[config.mk]
export PLATFORM = sky130hd
export DESIGN_NAME = datapath_input_packer
export DESIGN_NICKNAME = d
export VERILOG_FILES = /design/src/rtl/datapath_input_packer.sv
export SDC_FILE = /design/constraint.sdc
export NUM_CORES = 1
export LEC_CHECK = 0
export CORE_MARGIN = 3
export CORE_UTILIZATION = 39
export DETAILED_ROUTE_END_ITERATION = 6
export PLACE_DENSITY = 0.76
export SLEW_MARGIN = 20
export SYNTH_ARGS = -nofsm -noshare
export SYNTH_HDL_FRONTEND = slang
export SYNTH_SLANG_ARGS = --single-unit
export TNS_END_PERCENT = 10
[constraint.sdc]
create_clock -name CLK45 -period 1.7 [get_ports CLK45]
set_clock_uncertainty 0.15 [all_clocks]
set_input_delay 0.425 -clock CLK45 [delete_from_list [all_inputs] [get_ports CLK45]]
set_output_delay 0.425 -clock CLK45 [all_outputs]
set_load 0.01 [all_outputs]
[src/rtl/datapath_input_packer.sv]
// Packs 16- or 32-bit CPU bus writes into 32-bit longwords for a FIFO.
// Tracks an accepted-halfword count and sticky error and overrun flags.
module datapath_input_packer (
  input  logic        CLK45,
  input  logic        RST,
  input  logic [31:0] DATA,
  input  logic        LATCH,
  input  logic        WIDE,
  input  logic        FLUSH,
  input  logic        ID_ACK,
  input  logic        CLR_ERR,
  output logic [31:0] ID,
  output logic        ID_VALID,
  output logic        RDY,
  output logic        PADDED,
  output logic        ERR,
  output logic        OVR,
  output logic [7:0]  HCNT
);

  typedef enum logic [1:0] {StEmpty, StHalf, StFull} state_e;

  state_e      r_state, w_state_d;
  logic [31:0] r_id, w_id_d;
  logic        r_padded, w_padded_d;
  logic        r_err, w_err_d;
  logic        r_ovr, w_ovr_d;
  logic [7:0]  r_hcnt, w_hcnt_d;
  logic        w_rdy, w_take, w_in_half, w_drain;

  assign w_rdy     = (r_state != StFull) | ID_ACK;
  assign w_take    = LATCH & w_rdy;
  assign w_in_half = (r_state == StHalf);
  assign w_drain   = (r_state == StFull) & ID_ACK;

  // A LATCH accepted in FULL only happens alongside ID_ACK, so it behaves as from EMPTY.
  always_comb begin
    w_state_d  = r_state;
    w_id_d     = r_id;
    w_padded_d = r_padded;
    w_err_d    = r_err;
    w_ovr_d    = r_ovr;
    w_hcnt_d   = r_hcnt;

    if (CLR_ERR) begin
      w_err_d = 1'b0;
      w_ovr_d = 1'b0;
    end
    if (LATCH && !w_rdy) begin
      w_ovr_d = 1'b1;
    end

    if (w_take) begin
      w_padded_d = 1'b0;
      w_state_d  = StFull;
      if (WIDE) begin
        w_id_d   = DATA;
        w_hcnt_d = r_hcnt + 8'd2;
        if (w_in_half) begin
          w_err_d = 1'b1;
        end
      end else begin
        w_hcnt_d = r_hcnt + 8'd1;
        if (w_in_half) begin
          w_id_d[15:0] = DATA[31:16];
        end else begin
          w_id_d[31:16] = DATA[31:16];
          w_state_d     = StHalf;
        end
      end
    end else if (FLUSH && w_in_half) begin
      w_id_d[15:0] = 16'h0000;
      w_padded_d   = 1'b1;
      w_state_d    = StFull;
    end else if (w_drain) begin
      w_state_d  = StEmpty;
      w_padded_d = 1'b0;
    end
  end

  always_ff @(posedge CLK45 or posedge RST) begin
    if (RST) begin
      r_state  <= StEmpty;
      r_id     <= 32'h0000_0000;
      r_padded <= 1'b0;
      r_err    <= 1'b0;
      r_ovr    <= 1'b0;
      r_hcnt   <= 8'h00;
    end else begin
      r_state  <= w_state_d;
      r_id     <= w_id_d;
      r_padded <= w_padded_d;
      r_err    <= w_err_d;
      r_ovr    <= w_ovr_d;
      r_hcnt   <= w_hcnt_d;
    end
  end

  assign ID       = r_id;
  assign ID_VALID = (r_state == StFull);
  assign RDY      = w_rdy;
  assign PADDED   = r_padded;
  assign ERR      = r_err;
  assign OVR      = r_ovr;
  assign HCNT     = r_hcnt;

endmodule

==> results.toml <==
[synth]
netlist_top_cells_count = "45 x sky130_fd_sc_hd__dfrtp_1, 22 x sky130_fd_sc_hd__inv_1, 17 x sky130_fd_sc_hd__mux2i_1, 17 x sky130_fd_sc_hd__o22ai_1, 10 x sky130_fd_sc_hd__mux2_4"
synth-adder-area-share_pct = 1.167
synthDominantCellAreaShare_pct = 52.51
yosys-mux-area-fraction_pct = 18.61
synth_area_in_compound_gates_pct = 12.08
yosys.cell_count.top_type = "sky130_fd_sc_hd__dfrtp_1"
synth_enable_flop_cells = 0
yosysUniqueCellTypes = 35
syn-num-nets = 218
synthesized_instance_count = 177
async_reset_ff_share_pct = 100.0
postSynthAreaPerCell_um2 = 12.12
synth_top_flop_cell = "sky130_fd_sc_hd__dfrtp_1"
top_cells_by_area_in_the_synthesized_netlist = "sky130_fd_sc_hd__dfrtp_1 53%, sky130_fd_sc_hd__mux2i_1 7.9%, sky130_fd_sc_hd__mux2_4 7.0%"
yosysWarnings = 0
synthDominantAreaCellType = "sky130_fd_sc_hd__dfrtp_1"
synth_top_family_by_area = "multiplexers"
synth.cell_area_um2 = 2145
synth-seq-cells = 45
yosys.area_share.simple_pct = 5.834
synth_seq_area_share_pct = 52.51
synth_area_in_xor_xnor_pct = 2.450

[floorplan]
fp.dieW_um = 80.16
cell_rows = 26
start_util_pct = 41.20
area_enclosed_by_the_die_boundary_um2 = 6425
core_um2 = 5205
die_y_um = 80.16
num_io_pins = 84

[clock_tree]
numCtsBuffers = 5
clock_sinks = 45
cts-root-to-sink-buffers = 2
cts_htree_levels = 2
cts_root_buf = "sky130_fd_sc_hd__clkbuf_8"
clk_pin_slew_worst_paths_ps = 80
clk_latency_ps = 290
tritoncts = "yes"

[timing]
hold_violations = 0
min_period_over_period_pct = 103.8
post-route-min-period_ps = 1764
worst_hold_slack_ps = 321.2
timing_worst_slew_pin_value_ps = 511.9
rsz_0062_raised_after_global_routing = "true"
timing.fmax_mhz = 566.8
finalSetupViolCount = 18
postLayoutSetupSlackWorst_ps = -64.28
maxSlewViolCount = 0
maxSlewHeadroom_pct = 65.51

[global_route]
grt_first_pass_wirelength_um = 9032
grt_pass1_vias = 1935
grt.overflow.total = 0
grt_start_max_net_pins = 46
grt_antenna_before_repair = 0
global_route.usage.total_pct = 18.12

[setup_path]
critical_path_required_ps = 1730
critical_path.startpoint_type = "flop"
cp_common_cell = "sky130_fd_sc_hd__buf_12"
ff2ff_setup_slack_ps = -60
crit_path_cell_trace = "nor3b_4 > inv_4 > buf_12 > o311ai_4 > buf_12 > mux2_2"
timing.critical_path.arrival_ps = 1800
setup.worst_path.class = "flop to flop"
critical_path.max_fanout = 12
critical_path.endpoint_type = "flop"
r2r-end = "ID[18]"
r2r-start = "r_state[0]"
crit_path_max_incr_delay_ps = 450
reg2regPathDepth = 6
critPathSlowestCell = "sky130_fd_sc_hd__dfrtp_2"

[job]
maxCapViolations = 0

[placed_design]
place_hpwl_um = 3952
placement.io_buffers = 83
gp_congestion = 0.7835
place.detailed.instances = 343

[route]
drt_first_pass_iters = 4
totalWireLength_um = 5303
drc = 0
route.detailed.vias_per_inst = 4.916
drt_antenna_net_count = 0
routedWlPerCell_um = 14.85
detailroute.via_count = 1755
drtIter0Drc = 35

[pwr]
power_density_nw_per_um2 = 1437
worst_ir_drop_vdd_uv = 808.7
static-leakage-power_nw = 1.679

[finish]
stdcell_count = 357
insertedDiodeCount = 0
nets = 328
drive_above_1_share_pct = 24.39
filler_cell_count = 450
syn_to_final_growth_pct = 58.23

[outcome]
run_status = "finished, violations left"
violations = "negative setup slack"

[worst_hold_path]
hold_path_class = "primary input to async pin"
-- final cells by class --
cell class	instances	area, µm²	share of cell area, %
Sequential cell	45	1129	33.26
Timing Repair Buffer	112	1052	31.01
Multi-Input combinational cell	99	928.4	27.36
Inverter	24	92.59	2.729
Tap cell	70	87.58	2.581
Clock buffer	5	68.82	2.028
Clock inverter	2	35.03	1.032
-- layout by cell type, fill, tap and decap left out, types with 2 or more instances in the layout --
master,instances
sky130_fd_sc_hd__dfrtp_1,43
sky130_fd_sc_hd__o31ai_1,3
sky130_fd_sc_hd__nor4_4,2
sky130_fd_sc_hd__dlygate4sd2_1,44
sky130_fd_sc_hd__nor2b_1,2
sky130_fd_sc_hd__nor2_1,4
sky130_fd_sc_hd__nand2_1,5
sky130_fd_sc_hd__o311ai_4,2
sky130_fd_sc_hd__clkdlybuf4s50_1,35
sky130_fd_sc_hd__o21ai_0,6
sky130_fd_sc_hd__buf_4,21
sky130_fd_sc_hd__o22ai_2,2
sky130_fd_sc_hd__clkbuf_8,5
sky130_fd_sc_hd__mux2i_1,17
sky130_fd_sc_hd__mux2_2,3
sky130_fd_sc_hd__nor3_1,3
sky130_fd_sc_hd__o22ai_1,15
sky130_fd_sc_hd__buf_2,2
sky130_fd_sc_hd__buf_12,4
sky130_fd_sc_hd__xor2_1,6
sky130_fd_sc_hd__mux2_4,14
sky130_fd_sc_hd__buf_6,4
sky130_fd_sc_hd__ha_1,2
sky130_fd_sc_hd__dfrtp_2,2
sky130_fd_sc_hd__inv_1,20
sky130_fd_sc_hd__inv_2,3
-- power by group --
part	internal (mW)	leakage, nW	switching [mW]
sequential	1.49	0.556	0.225
combinational	1.29	1.07	1.11
clock	0.427	0.0540	0.340
total	3.20	1.68	1.67
-- stage by stage --
| stage | instance area [µm²] | setup WS, ps | power (mW) | TNS (ps) | util (%) |
|---|---|---|---|---|---|
| after floorplan | 2151 | -148.0 | 2.898 | -2523 | - |
| after global placement | 3208 | -528.4 | 4.157 | -16750 | 61.63 |
| after detailed placement | 3208 | -566.7 | 4.220 | -17710 | 61.63 |
| after CTS | 3343 | -69.13 | 4.877 | -859.5 | 64.23 |
| after global routing | 3393 | -111.8 | 5.212 | -1945 | 65.19 |
| final | 3393 | -64.28 | 4.878 | -741.2 | 65.19 |
-- flip-flops by register name, summed over array words and instances (netlist names) --
name,cells
OVR,1
HCNT,8
r_state,2
ID,32
ERR,1
PADDED,1
-- timing repair --
action | in CTS | in global routing
hold buffers | 0 | 0
pin swaps | 1 | 0
gates resized for setup | 61 | 9
setup buffers | 7 | 0
endpoints found under the setup margin | 78 | 38
-- per-layer routing --
| layer | routed length [µm] | part of all wire, % | up-vias | track usage (%) |
|---|---|---|---|---|
| li1 | - | - | 847 | - |
| met1 | 2221 | 42 | 860 | 20.94 |
| met2 | 2742 | 52 | 43 | 32.20 |
| met3 | 295 | 5.6 | 5 | 4.933 |
| met4 | 44 | 0.83 | 0 | 5.912 |
| met5 | 0 | 0 | - | 0 |
-- critical path, delay by kind of cell, from the launching register on --
kind	cells	cell delay, ps
and+or+nand+nor	1	250
muxes	1	330
DFF	1	450
buffers and inverters	3	380
AOI/OAI and AO/OA	1	90
-- cell families (layout without fill, tap and decap cells) --
logic type	count (synthesis)	count (layout)
simple gates	22	22
flops	45	45
compound gates	35	35
xor+xnor	6	6
fa+ha+maj	2	2
mux	34	34
buf+inv	33	143
-- worst max-delay path by stage --
stage / startpoint / to / cells after the start
2_1_floorplan: r_state[0] / ID[22] / 6
4_1_cts: r_state[0] / ID[18] / 6
3_5_place_dp: ID_ACK / RDY / 4
5_1_grt: r_state[1] / ID[18] / 6
3_3_place_gp: ID_ACK / RDY / 4
6_report: r_state[0] / ID[18] / 6
Power figures use the tool's default switching activity.
